--- config.mk ---
export PLATFORM = sky130hd
export DESIGN_NAME = mesh_term_rx
export DESIGN_NICKNAME = d
export VERILOG_FILES = /design/src/rtl/mesh_pkg.sv /design/src/rtl/mesh_rx_fifo.sv /design/src/rtl/mesh_term_rx.sv
export SDC_FILE = /design/constraint.sdc
export NUM_CORES = 1
export LEC_CHECK = 0
export BUFFER_PORTS_ARGS = -buffer_cell sky130_fd_sc_hd__clkbuf_2
export CORE_MARGIN = 1
export CORE_UTILIZATION = 50
export DETAILED_ROUTE_END_ITERATION = 7
export GPL_TIMING_DRIVEN = 0
export PLACE_DENSITY = 0.69
export SYNTH_ARGS = -nofsm -noshare
export SYNTH_HDL_FRONTEND = slang
export SYNTH_HIERARCHICAL = 1
export SYNTH_SLANG_ARGS = --single-unit
--- constraint.sdc ---
create_clock -name clk_i -period 15.5 [get_ports clk_i]
set_clock_uncertainty 0.05 [all_clocks]
set_input_delay 3.1 -clock clk_i [delete_from_list [all_inputs] [get_ports clk_i]]
set_output_delay 3.1 -clock clk_i [all_outputs]
set_load 0.02 [all_outputs]
--- src/rtl/mesh_pkg.sv ---
// Shared definitions for the mesh terminal receive path: packet header layout,
// destination-match helper and the receive FSM state type.
package mesh_pkg;

  localparam int PKT_W    = 32;
  localparam int NXT_W    = 8;
  localparam int ROW_W    = 4;
  localparam int COL_W    = 4;
  localparam int HDR_W    = NXT_W + ROW_W + COL_W + 1;
  localparam int PAY_W    = PKT_W - HDR_W;

  // Header field positions, counted down from the packet MSB
  localparam int NXT_OFS  = 1;
  localparam int ROW_OFS  = 9;
  localparam int COL_OFS  = 13;
  localparam int MODE_OFS = 17;

  typedef struct packed {
    logic [NXT_W-1:0] nxt_jmp;
    logic [ROW_W-1:0] row;
    logic [COL_W-1:0] col;
    logic             mode;
    logic [PAY_W-1:0] payload;
  } mesh_pkt_t;

  typedef enum logic [1:0] {
    IDLE,
    POP,
    SETTLE
  } rx_state_e;

  function automatic logic pkt_dest_match(input mesh_pkt_t pkt,
                                          input logic [ROW_W-1:0] row,
                                          input logic [COL_W-1:0] col);
    return (pkt.row == row) && (pkt.col == col);
  endfunction

endpackage

--- src/rtl/mesh_rx_fifo.sv ---
// First-word fall-through FIFO for received packets; a read and a write may
// share a cycle even when full, since the read frees the slot first.
module mesh_rx_fifo #(
  parameter int WIDTH = 32,
  parameter int DEPTH = 8
) (
  input  logic                     clk_i,
  input  logic                     rst_i,
  input  logic                     wr_en,
  input  logic [WIDTH-1:0]         wr_data,
  input  logic                     rd_en,
  output logic [WIDTH-1:0]         rd_data,
  output logic                     full,
  output logic                     empty,
  output logic [$clog2(DEPTH):0]   count
);

  localparam int AW = $clog2(DEPTH);

  logic [WIDTH-1:0] mem [DEPTH];
  logic [AW:0]      wr_ptr;
  logic [AW:0]      rd_ptr;
  logic             do_wr;
  logic             do_rd;

  // Pointers carry one extra bit so full and empty stay distinguishable
  assign count = wr_ptr - rd_ptr;
  assign full  = (count == (AW+1)'(DEPTH));
  assign empty = (count == '0);
  assign do_rd = rd_en && !empty;
  assign do_wr = wr_en && (!full || do_rd);

  always_ff @(posedge clk_i or posedge rst_i) begin
    if (rst_i) begin
      wr_ptr <= '0;
      rd_ptr <= '0;
    end else begin
      if (do_wr) wr_ptr <= wr_ptr + 1'b1;
      if (do_rd) rd_ptr <= rd_ptr + 1'b1;
    end
  end

  always_ff @(posedge clk_i) begin
    if (do_wr) mem[wr_ptr[AW-1:0]] <= wr_data;
  end

  assign rd_data = empty ? '0 : mem[rd_ptr[AW-1:0]];

endmodule

--- src/rtl/mesh_term_rx.sv ---
// Receive endpoint of one mesh terminal: pops packets from the mesh, checks the
// destination, buffers locally and counts. MESH_RX_DROP_MISROUTE_EN drops misroutes.
module mesh_term_rx
  import mesh_pkg::*;
#(
  parameter int PAKG_SIZE = 32,
  parameter int RX_DEPTH  = 8,
  parameter int MY_ROW    = 0,
  parameter int MY_COL    = 0,
  parameter int CNT_W     = 16
) (
  input  logic                 clk_i,
  input  logic                 rst_i,
  input  logic                 pndng,
  input  logic [PAKG_SIZE-1:0] data_out,
  output logic                 pop,
  output logic                 rx_valid,
  output logic [PAKG_SIZE-1:0] rx_data,
  input  logic                 rx_ready,
  output logic [CNT_W-1:0]     pkt_cnt,
  output logic [CNT_W-1:0]     misroute_cnt,
  output logic                 err_misroute,
  input  logic                 clr_stats
);

  localparam int AW = $clog2(RX_DEPTH);
  localparam logic [CNT_W-1:0] CNT_MAX = '1;

  rx_state_e   state;
  rx_state_e   state_nxt;
  mesh_pkt_t   hdr;
  logic        dest_ok;
  logic        capture;
  logic        fifo_wr;
  logic        fifo_full;
  logic        fifo_empty;
  logic        room;
  logic [AW:0] fifo_count;
  logic [AW:0] occ_incl;

  always_comb begin
    hdr         = '0;
    hdr.nxt_jmp = data_out[PAKG_SIZE-NXT_OFS -: NXT_W];
    hdr.row     = data_out[PAKG_SIZE-ROW_OFS -: ROW_W];
    hdr.col     = data_out[PAKG_SIZE-COL_OFS -: COL_W];
    hdr.mode    = data_out[PAKG_SIZE-MODE_OFS];
  end

  assign dest_ok = pkt_dest_match(hdr, ROW_W'(MY_ROW), COL_W'(MY_COL));
  assign capture = (state == POP);

`ifdef MESH_RX_DROP_MISROUTE_EN
  assign fifo_wr = capture && dest_ok;
`else
  assign fifo_wr = capture;
`endif

  // Room is judged on occupancy plus any write landing this edge
  assign occ_incl = fifo_count + (AW+1)'(fifo_wr);
  assign room     = !fifo_full && (occ_incl < (AW+1)'(RX_DEPTH));

  always_ff @(posedge clk_i or posedge rst_i) begin
    if (rst_i) state <= IDLE;
    else       state <= state_nxt;
  end

  // SETTLE lets the mesh refresh pndng/data_out after a pop before we look again
  always_comb begin
    state_nxt = state;
    pop       = 1'b0;
    case (state)
      IDLE:    if (pndng && room) state_nxt = POP;
      POP: begin
        pop       = 1'b1;
        state_nxt = SETTLE;
      end
      SETTLE:  state_nxt = IDLE;
      default: state_nxt = IDLE;
    endcase
  end

  always_ff @(posedge clk_i or posedge rst_i) begin
    if (rst_i) begin
      pkt_cnt      <= '0;
      misroute_cnt <= '0;
      err_misroute <= 1'b0;
    end else if (clr_stats) begin
      pkt_cnt      <= '0;
      misroute_cnt <= '0;
      err_misroute <= 1'b0;
    end else if (capture) begin
      if (pkt_cnt != CNT_MAX) pkt_cnt <= pkt_cnt + 1'b1;
      if (!dest_ok) begin
        if (misroute_cnt != CNT_MAX) misroute_cnt <= misroute_cnt + 1'b1;
        err_misroute <= 1'b1;
      end
    end
  end

  mesh_rx_fifo #(
    .WIDTH (PAKG_SIZE),
    .DEPTH (RX_DEPTH)
  ) u_fifo (
    .clk_i   (clk_i),
    .rst_i   (rst_i),
    .wr_en   (fifo_wr),
    .wr_data (data_out),
    .rd_en   (rx_ready),
    .rd_data (rx_data),
    .full    (fifo_full),
    .empty   (fifo_empty),
    .count   (fifo_count)
  );

  assign rx_valid = !fifo_empty;

endmodule

==> results of run 1 <==
## power breakdown
part           internal [W]  switching [W]
logic              0.000342       0.000526
clock network      0.000382       0.000285
registers          0.000932      0.0000264
total               0.00166       0.000838
## metrics by stage
| step | std cells | area, um2 | hold slack (ns) | setup WS [ns] |
|---|---|---|---|---|
| floorplan | 692 | 12100 | 0.411 | 8.66 |
| global placement | 1113 | 13000 | 0.428 | 5.67 |
| detailed placement | 1132 | 13300 | 0.429 | 8.96 |
| CTS | 1188 | 14200 | 0.460 | 8.38 |
| global route | 1188 | 14200 | 0.482 | 8.27 |
| finish | 1189 | 14200 | 0.456 | 8.41 |
## placed cells by master, fill, tap and decap left out, types with 4 or more instances in the layout
master                      instances
sky130_fd_sc_hd__a21oi_1           46
sky130_fd_sc_hd__and3_1             5
sky130_fd_sc_hd__buf_2             10
sky130_fd_sc_hd__buf_4             11
sky130_fd_sc_hd__buf_6              9
sky130_fd_sc_hd__clkbuf_1          23
sky130_fd_sc_hd__clkbuf_16         31
sky130_fd_sc_hd__clkbuf_2         102
sky130_fd_sc_hd__clkbuf_8           4
sky130_fd_sc_hd__clkinv_1          10
sky130_fd_sc_hd__dfrtp_1           43
sky130_fd_sc_hd__edfxtp_1         256
sky130_fd_sc_hd__ha_1               7
sky130_fd_sc_hd__inv_1             13
sky130_fd_sc_hd__mux4_2            64
sky130_fd_sc_hd__nand2_1           75
sky130_fd_sc_hd__nand3_1           13
sky130_fd_sc_hd__nand4_1           10
sky130_fd_sc_hd__nor2_1            28
sky130_fd_sc_hd__nor3_1             4
sky130_fd_sc_hd__nor3_2             4
sky130_fd_sc_hd__nor4_1             4
sky130_fd_sc_hd__o2111ai_1          4
sky130_fd_sc_hd__o211ai_1           5
sky130_fd_sc_hd__xnor2_1           11
sky130_fd_sc_hd__xor2_1            22
## sequential cells by signal, indices dropped and copies added, names as in the netlist
signal and flops:
u_fifo/mem 256, misroute_cnt 16, pkt_cnt 16, u_fifo/rd_ptr 4, u_fifo/wr_ptr 4, state 2
err_misroute 1
## worst paths after layout
kind	from	end	slack (ns)	depth (start not counted)
setup / recovery	u_fifo/rd_ptr[1]$_DFFE_PP0P_	rx_data[22]	8.41	11
hold / removal	u_fifo/rd_ptr[3]$_DFFE_PP0P_	u_fifo/rd_ptr[3]$_DFFE_PP0P_	0.46	1
setup reg to reg	u_fifo/rd_ptr[2]$_DFFE_PP0P_	u_fifo/mem[2][10]$_DFFE_PP_	11.22	11
hold reg to reg	u_fifo/rd_ptr[3]$_DFFE_PP0P_	u_fifo/rd_ptr[3]$_DFFE_PP0P_	0.46	1
max in group asynchronous	rst_i	misroute_cnt[9]$_DFFE_PP0P_	12.28	2
min in group asynchronous	rst_i	u_fifo/wr_ptr[1]$_DFFE_PP0P_	2.50	2
## cell type report
cell class | instances | share of cell area (%)
Sequential cell | 299 | 61.7
Inverter | 15 | 0.396
Multi-Input combinational cell | 344 | 22.3
Timing Repair Buffer | 121 | 5.15
Antenna cell | 1 | 0.0176
Clock inverter | 15 | 0.476
Clock buffer | 41 | 6.01
Tap cell | 319 | 2.81
Buffer | 34 | 1.17
## critical path, cell delays in order, from the launching register on
cell,delay [ns]
sky130_fd_sc_hd__dfrtp_1,0.40
sky130_fd_sc_hd__buf_2,0.29
sky130_fd_sc_hd__buf_1,0.57
sky130_fd_sc_hd__inv_1,0.19
sky130_fd_sc_hd__fa_1,0.44
sky130_fd_sc_hd__xor2_1,0.15
sky130_fd_sc_hd__or3_4,0.36
sky130_fd_sc_hd__o21ba_1,0.23
sky130_fd_sc_hd__buf_4,0.17
sky130_fd_sc_hd__buf_2,0.28
sky130_fd_sc_hd__a21oi_1,0.13
sky130_fd_sc_hd__clkbuf_2,0.18
## metal layers
layer,wire (um),global-route usage (%),vias up
li1,-,-,3017
met1,10600,28.7,3490
met2,13100,37.3,242
met3,1580,3.59,38
met4,555,5.69,0
met5,0,0,-
## cells by family after synthesis
| kind of cell | synth area share (%) |
|---|---|
| adders and majority gates | 0.889 |
| muxes | 12.4 |
| buffers and inverters | 1.84 |
| AOI/OAI and AO/OA | 3.33 |
| xor gates and xnor gates | 2.39 |
| DFF | 72.4 |
| and+or+nand+nor | 6.73 |
==> Flow_metrics.wiki, run 1 <==
{| class="wikitable"
! Metric !! Value
|-
| Run status || completed
|-
| Slew Limit Headroom || a little under a third
|-
| Sum of overflow across all layers after global routing || 0
|-
| IR drop worst, VDD || 0.121 mV
|-
| CTS hold repair buffers || 0
|-
| Number of setup violations in the final report || 0
|-
| Antenna viol nets, final || 0
|-
| Most numerous cell types in the synthesized netlist || sky130_fd_sc_hd__edfxtp_1, sky130_fd_sc_hd__nand2_1, sky130_fd_sc_hd__mux4_2, sky130_fd_sc_hd__a21oi_1, sky130_fd_sc_hd__dfrtp_1
|-
| Measured slew at the worst slew-check pin || 1.02 ns
|-
| Proportion of layout cells with a drive suffix above 1 || between 30% and 40%
|-
| Antenna violations before repair || 1
|-
| Die outline height || 158 um
|-
| Horizontal die dimension || 158 um
|-
| Fraction of the cycle the final worst path needs || a little under half
|-
| Top cell type by total area after synthesis || sky130_fd_sc_hd__edfxtp_1
|-
| Total number of nets in the final design || 890
|-
| Required @ worst endpoint || around 12 ns
|-
| Reported max-cap violation count || 0
|-
| Clock slew at the register clock pins of the worst setup and hold paths || ~0.060 ns
|-
| Global-route wire length before repair || around 40 mm
|-
| Number of buffers on the longest clock path || 3
|-
| Sum of negative setup slack || 0 ns
|-
| Post-synthesis sequential element count || 299
|-
| Violation count after the first detailed-route iteration || 522
|-
| Final Slew Violations || 0
|-
| Max frequency || 141 MHz
|-
| Maximum fanout along the worst path || 10
|-
| Power Total || between 0.002 and 0.0025 W
|-
| Top post-synthesis cells by area || sky130_fd_sc_hd__edfxtp_1, sky130_fd_sc_hd__mux4_2, sky130_fd_sc_hd__dfrtp_1, sky130_fd_sc_hd__nand2_1, sky130_fd_sc_hd__a21oi_1
|-
| Net count after synthesis || between 700 and 800
|-
| Overall die area || ~25,000 um2
|-
| Maximum number of pins on one net before global-route repair || 36
|-
| Routability cong. || between 0.8 and 0.9
|-
| Mean area per synthesized cell || ~17 um2
|-
| RSZ-0062 raised after global routing || false
|-
| Multi-input logic area || 3160 um2
|-
| Kind of start point of the critical path || register
|-
| Insertion delay of the later-clocked pin in the worst-skew pair || 0.55 ns
|-
| Clock Sinks || between 200 and 300
|-
| Top-level I/O count || roughly 100
|-
| Routed via count divided by cell count || about 5.7
|-
| Type of the worst setup path || reg -> out
|-
| Leakage component of the power || roughly 5.1 nW
|-
| Site row count || 56
|-
| Syn. warnings || 6
|-
| Remaining routing DRC violations || 0
|-
| Synth unique cells || 50
|-
| Share of async-settable or async-resettable flops after synthesis || approximately 14%
|-
| Tightest Hold Check Type || reg -> reg
|-
| Placed wire-length estimate || ~17 mm
|-
| TritonRoute pass-1 iters || 5
|-
| Worst path arrival time || 3.94 ns
|-
| Netlist area before placement || 12,100 um2
|-
| Portion of the post-synthesis area used by sequential elements || a little over 70%
|-
| Initial core utilization || just over 50%
|-
| Average wire per standard cell || roughly 22 um
|-
| Minimum clock period || between 7 and 8 ns
|-
| Core box area || roughly 24,000 um2
|-
| Aggregate global-route resource usage || a little over a fifth
|-
| I/O Buffers || 102
|-
| Post-synth top flop || sky130_fd_sc_hd__edfxtp_1
|-
| Share of Yosys cell area claimed by the top area cell type || 63.5%
|-
| Post-cts gate resize count || 0
|-
| Number of enable-type register cells in the synthesized netlist || ~260
|-
| Root buffer cell || sky130_fd_sc_hd__clkbuf_16
|-
| # fillers || between 1,500 and 2,000
|-
| Endpoints failing hold || 0
|-
| Wire length after detailed routing || between 20 and 30 mm
|-
| Power per Cell Area || around 180 nW/um2
|-
| Gate count after technology mapping || roughly 700
|-
| Most frequent cell after synthesis || sky130_fd_sc_hd__edfxtp_1
|-
| Final Util || 60.1%
|-
| Via Count || 6,787
|-
| Reg area || 8760 um2
|-
| Endpoint class of the critical path || output port
|-
| TritonCTS clock tree || done
|-
| Layout overhead on the synthesized area || 17.3%
|-
| Number of global-route vias before repair || between 7,000 and 8,000
|-
| Num CTS Buffers || 30
|-
| Post-CTS repair timing setup buffer count || 0
|-
| Number of H-tree levels || 1
|}
No activity file was read; power rests on OpenSTA's default activity.
==> inputs of run 2 (changes only) <==
PLACE_DENSITY = 0.71   (was 0.69)
clock period = 5.95 ns   (was 15.5 ns; I/O delays follow)
==> Flow_metrics.wiki, run 2 (synthesized netlist as in run 1, its figures left out) <==
{| class="wikitable"
! Metric !! Value
|-
| Layout overhead on the synthesized area || 18.3%
|-
| Top-level I/O count || about 100
|-
| Insertion delay of the later-clocked pin in the worst-skew pair || 0.56 ns
|-
| Number of setup violations in the final report || 0
|-
| Num CTS Buffers || 30
|-
| Reg power frac || between 30% and 40%
|-
| Routability cong. || between 0.8 and 0.9
|-
| Most common library cell in the layout ignoring fill and taps || sky130_fd_sc_hd__edfxtp_1
|-
| Sum of overflow across all layers after global routing || 0
|-
| Tightest Hold Check Type || reg -> reg
|-
| Reported max-cap violation count || 0
|-
| Post-layout worst setup margin || between 0.6 and 0.7 ns
|-
| Routed via count divided by cell count || roughly 5.7
|-
| Violation count after the first detailed-route iteration || roughly 620
|-
| Average wire per standard cell || 21.5 um
|-
| Clock slew at the register clock pins of the worst setup and hold paths || approximately 0.060 ns
|-
| # fillers || 1,743
|-
| Number of global-route vias before repair || between 6,000 and 7,000
|-
| I/O Buffers || between 100 and 150
|-
| Post-CTS repair timing setup buffer count || 0
|-
| TritonRoute pass-1 iters || 5
|-
| Commonest non-fill, non-tap cells in the layout || sky130_fd_sc_hd__edfxtp_1, sky130_fd_sc_hd__clkbuf_2, sky130_fd_sc_hd__nand2_1
|-
| Maximum fanout along the worst path || 10
|-
| Aggregate global-route resource usage || approximately 22%
|-
| Antenna violations before repair || 0
|-
| Final Util || approximately three fifths
|-
| Net Sw Frac || between 30% and 40%
|-
| Power Total || about 0.0066 W
|-
| Die outline height || roughly 160 um
|-
| Net switching power of the design || around 0.0022 W
|-
| Antenna viol nets, final || 0
|-
| Kind of start point of the critical path || register
|-
| Root buffer cell || sky130_fd_sc_hd__clkbuf_16
|-
| Number of buffers on the longest clock path || 3
|-
| Internal power contribution || 0.00440 W
|-
| Site row count || 56
|-
| RSZ-0062 raised after global routing || false
|-
| Leakage component of the power || slightly above 5 nW
|-
| Proportion of layout cells with a drive suffix above 1 || between 30% and 40%
|-
| Max FFs per register || roughly 260
|-
| Logic pwr share || around 34%
|-
| Required @ worst endpoint || 4.71 ns
|-
| Max frequency || between 150 and 200 MHz
|-
| Endpoint class of the critical path || output port
|-
| Worst path arrival time || about 4 ns
|-
| Via Count || ~6,800
|-
| IR drop worst, VDD || approximately 0.28 mV
|-
| Final Slew Violations || 0
|-
| N_diodes || 0
|-
| Endpoints failing hold || 0
|-
| Initial core utilization || 51.3%
|-
| Measured slew at the worst slew-check pin || between 0.9 and 1 ns
|-
| Placed wire-length estimate || between 15 and 20 mm
|-
| CTS hold repair buffers || 0
|-
| Minimum clock period || between 5 and 6 ns
|-
| Total number of nets in the final design || between 800 and 900
|-
| Number of cells in the finished layout apart from fillers || roughly 1,200
|-
| Wire length after detailed routing || approximately 26 mm
|-
| Maximum number of pins on one net before global-route repair || 36
|-
| Power per Cell Area || approximately 460 nW/um2
|-
| Run status || completed
|-
| TritonCTS clock tree || done
|-
| Core box area || 23,600 um2
|-
| Global-route wire length before repair || roughly 40 mm
|-
| Overall die area || between 20,000 and 25,000 um2
|-
| Horizontal die dimension || about 160 um
|-
| Setup Slack @ Placement || between 1 and 1.5 ns
|-
| Fraction of the cycle the final worst path needs || 88.7%
|-
| Clock Sinks || 299
|-
| Proportion of power drawn by the clock network || 27.9%
|-
| Slew Limit Headroom || a little over a third
|-
| Type of the worst setup path || reg -> out
|-
| Remaining routing DRC violations || 0
|-
| Number of H-tree levels || 1
|-
| Number of cells in the design after placement || 1,133
|-
| Post-cts gate resize count || 0
|}
## run 2: power groups by stage
stage          combinational (W)  clock, W  sequential [W]
4_1_cts                  0.00230   0.00188         0.00250
2_1_floorplan            0.00155         0         0.00253
3_5_place_dp             0.00228         0         0.00254
6_report                 0.00227   0.00184         0.00250
3_3_place_gp             0.00220         0         0.00255
5_1_grt                  0.00246   0.00196         0.00251
## run 2: through the flow
step | hold slack, ns | setup TNS, ns | area [um2]
after detailed placement | 0.440 | 0 | 13300
after global placement | 0.430 | -296.36 | 13000
after global routing | 0.482 | 0 | 14300
final | 0.446 | 0 | 14300
after CTS | 0.448 | 0 | 14300
after floorplan | 0.411 | 0 | 12100
## run 2: worst max-delay path, stage by stage, from the launching register on
cell and delay [ns]:
sky130_fd_sc_hd__dfrtp_1 0.40, sky130_fd_sc_hd__buf_2 0.29, sky130_fd_sc_hd__buf_1 0.57, sky130_fd_sc_hd__inv_1 0.19
sky130_fd_sc_hd__fa_1 0.44, sky130_fd_sc_hd__xor2_1 0.16, sky130_fd_sc_hd__or3_4 0.37, sky130_fd_sc_hd__o21ba_1 0.23
sky130_fd_sc_hd__buf_4 0.18, sky130_fd_sc_hd__buf_2 0.32, sky130_fd_sc_hd__a21oi_1 0.13, sky130_fd_sc_hd__clkbuf_2 0.18
## run 2: worst paths after layout
path	startpoint	end	slack, ns	cells past startpoint
min	u_fifo/wr_ptr[3]$_DFFE_PP0P_	u_fifo/wr_ptr[3]$_DFFE_PP0P_	0.45	1
min reg2reg	u_fifo/wr_ptr[3]$_DFFE_PP0P_	u_fifo/wr_ptr[3]$_DFFE_PP0P_	0.45	1
max reg2reg	u_fifo/rd_ptr[2]$_DFFE_PP0P_	u_fifo/mem[1][20]$_DFFE_PP_	1.50	12
max	u_fifo/rd_ptr[1]$_DFFE_PP0P_	rx_data[13]	0.67	11
max in group asynchronous	rst_i	misroute_cnt[10]$_DFFE_PP0P_	4.65	2
min in group asynchronous	rst_i	u_fifo/rd_ptr[2]$_DFFE_PP0P_	0.56	2
## run 2: area by class of cell
class                   count  area [um2]  share of cell area, %
flip-flops and latches    299        8760                   61.2
clock buffers              41         842                   5.88
plain buffers              34         166                   1.16
repair buffers            122         773                   5.40
multi-input cells         344        3160                   22.1
clock inverters            15         154                   1.07
inverters                  15        56.3                  0.393
well taps                 319         399                   2.79
## run 2: routing by layer
metal	global-route usage [%]	share of wire [%]
met3	4.33	6.3
met2	35.5	49
met4	3.93	1.2
met5	0	0
met1	30.1	44
==> inputs of run 3 (changes only) <==
clock period = 4.32 ns   (was 5.95 ns; I/O delays follow)
==> Flow_metrics.wiki, run 3 (synthesized netlist as in run 1, its figures left out) <==
{| class="wikitable"
! Metric !! Value
|-
| Met1 Wirelength || 10.8 mm
|-
| CTS hold repair buffers || 0
|-
| Critical-path cell with the highest stage delay || sky130_fd_sc_hd__dfrtp_1
|-
| Number of buffers on the longest clock path || 3
|-
| Global-route wire length before repair || 39.0 mm
|-
| Number of cells in the design after placement || 1,132
|-
| Layout overhead on the synthesized area || 17.8%
|-
| RSZ-0062 raised after global routing || false
|-
| Proportion of layout cells with a drive suffix above 1 || a little under a third
|-
| Power Total || ~0.0090 W
|-
| Root buffer cell || sky130_fd_sc_hd__clkbuf_16
|-
| Most common library cell in the layout ignoring fill and taps || sky130_fd_sc_hd__edfxtp_1
|-
| Wire length after detailed routing || between 20 and 30 mm
|-
| Routability cong. || 0.777
|-
| Final Util || between 60% and 70%
|-
| Max frequency || approximately 240 MHz
|-
| Highest routed metal layer || met5
|-
| Number of global-route vias before repair || between 6,000 and 7,000
|-
| Placed wire-length estimate || roughly 16 mm
|-
| Antenna violations before repair || 2
|-
| Site row count || between 50 and 60
|-
| Minimum clock period || about 4.2 ns
|-
| TritonRoute pass-1 iters || 4
|-
| Delay of the slowest cell on the worst path || 0.61 ns
|-
| Type of the worst setup path || reg -> out
|-
| Number of setup violations in the final report || 0
|-
| Power per Cell Area || ~630 nW/um2
|-
| Worst Reg-to-Reg Cells || 9
|-
| TritonCTS clock tree || done
|-
| Initial core utilization || about half
|-
| Number of cells in the finished layout apart from fillers || around 1,200
|-
| I/O Buffers || 102
|-
| Number of H-tree levels || 1
|-
| Sum of overflow across all layers after global routing || 0
|-
| Insertion delay of the later-clocked pin in the worst-skew pair || around 0.55 ns
|-
| CP top delay family || buffers and inverters
|-
| Kind of start point of the critical path || register
|-
| Routed wire length on met3 || between 1 and 1.5 mm
|-
| Slew Limit Headroom || between 30% and 40%
|-
| Sequence of cells on the critical path || clkinvlp_4 -> ha_1 -> xor2_1 -> or3_4 -> o21ba_1 -> buf_4 -> buf_2 -> a21oi_1 -> clkbuf_2
|-
| Fraction of the cycle the final worst path needs || a little over nine tenths
|-
| Met2 WL post-DR || between 10 and 15 mm
|-
| Critical R2R Capture || u_fifo/mem[3][9]$_DFFE_PP_
|-
| Endpoint class of the critical path || output port
|-
| Core box area || approximately 24,000 um2
|-
| Tightest Hold Check Type || in -> async
|-
| Max FFs per register || between 200 and 300
|-
| Placed Area || roughly 13,000 um2
|-
| Maximum number of pins on one net before global-route repair || 24
|-
| Final design instance area without fill || 14,300 um2
|-
| Top-level I/O count || approximately 100
|-
| Routed via count divided by cell count || 5.67
|-
| Reg area || a little under 9000 um2
|-
| Num CTS Buffers || 30
|-
| # fillers || 1,756
|-
| Average wire per standard cell || between 20 and 25 um
|-
| Endpoints failing hold || 0
|-
| Leakage component of the power || about 5.1 nW
|-
| N_diodes || 0
|-
| Violation count after the first detailed-route iteration || approximately 500
|-
| Aggregate global-route resource usage || 21.0%
|-
| Worst R2R Start || u_fifo/rd_ptr[2]$_DFFE_PP0P_
|-
| Measured slew at the worst slew-check pin || 0.926 ns
|-
| Run status || completed
|-
| Remaining routing DRC violations || 0
|-
| Horizontal die dimension || around 160 um
|-
| Worst path arrival time || approximately 3.3 ns
|-
| Overall die area || 24,800 um2
|-
| Register-to-register setup slack || just under 0.6 ns
|-
| Buffers plus inverters on the worst setup path || 4
|-
| Antenna viol nets, final || 0
|-
| Clock Sinks || 299
|-
| Reported max-cap violation count || 0
|-
| Total number of nets in the final design || between 800 and 900
|-
| Maximum fanout along the worst path || 10
|-
| Die outline height || approximately 160 um
|-
| IR drop worst, VDD || roughly 0.39 mV
|-
| Final Slew Violations || 0
|-
| Clock slew at the register clock pins of the worst setup and hold paths || 0.06 ns
|-
| Commonest non-fill, non-tap cells in the layout || sky130_fd_sc_hd__edfxtp_1, sky130_fd_sc_hd__clkbuf_2, sky130_fd_sc_hd__nand2_1
|-
| Via Count || ~6,700
|-
| Required @ worst endpoint || ~3.4 ns
|-
| Multi-input logic area || approximately 3200 um2
|-
| Sum of negative setup slack || 0 ns
|}
[run 3: cell types whose count changed in the layout (fill, tap and decap cells not counted), sizes merged]
cell | before | now
clkinv | 12 | 15
clkbuf | 160 | 153
inv | 15 | 14
buf | 37 | 36
clkinvlp | 1 | 2
[run 3: layout make-up]
| cell class | instances | share of cell area (%) |
|---|---|---|
| Sequential cell | 299 | 61.5 |
| Multi-Input combinational cell | 344 | 22.2 |
| Timing Repair Buffer | 122 | 5.48 |
| Clock buffer | 36 | 5.42 |
| Tap cell | 319 | 2.80 |
| Buffer | 31 | 1.18 |
| Clock inverter | 18 | 1.00 |
| Inverter | 15 | 0.421 |
[run 3: report_power, final]
group	total, W	switching (W)	internal (W)	leakage (nW)
combinational	0.00308	0.00184	0.00125	1.78
sequential	0.00346	0.000120	0.00334	2.89
clock	0.00241	0.00103	0.00138	0.446
[run 3: repair_timing]
action                                  CTS  global route
resized for setup                         3             4
endpoints found under the setup margin   33            14
setup buffers                             1             0
[run 3: per-layer routing]
metal / vias up / GRT usage, %
li1: 3006 / -
met1: 3449 / 29.3
met2: 212 / 34.7
met3: 43 / 3.59
met4: 4 / 5.04
met5: - / 0
[run 3: how the worst max path moves through the flow]
stage	endpoint	start	slack [ns]	cells past startpoint
after floorplan	u_fifo/mem[3][0]$_DFFE_PP_	u_fifo/rd_ptr[1]$_DFFE_PP0P_	-0.36	9
after global placement	u_fifo/mem[4][10]$_DFFE_PP_	u_fifo/rd_ptr[2]$_DFFE_PP0P_	-3.14	9
after detailed placement	rx_data[21]	u_fifo/rd_ptr[1]$_DFFE_PP0P_	-0.06	11
after CTS	rx_data[21]	u_fifo/wr_ptr[0]$_DFFE_PP0P_	0.005	10
after global routing	rx_data[22]	u_fifo/wr_ptr[0]$_DFFE_PP0P_	0.02	11
final	rx_data[23]	u_fifo/rd_ptr[2]$_DFFE_PP0P_	0.11	9
[run 3: metrics by stage]
step,setup slack (ns),hold WS (ns)
CTS,0.00458,0.214
global route,0.0239,0.227
floorplan,-0.364,0.411
finish,0.113,0.225
global placement,-3.14,0.431
detailed placement,-0.0605,0.442
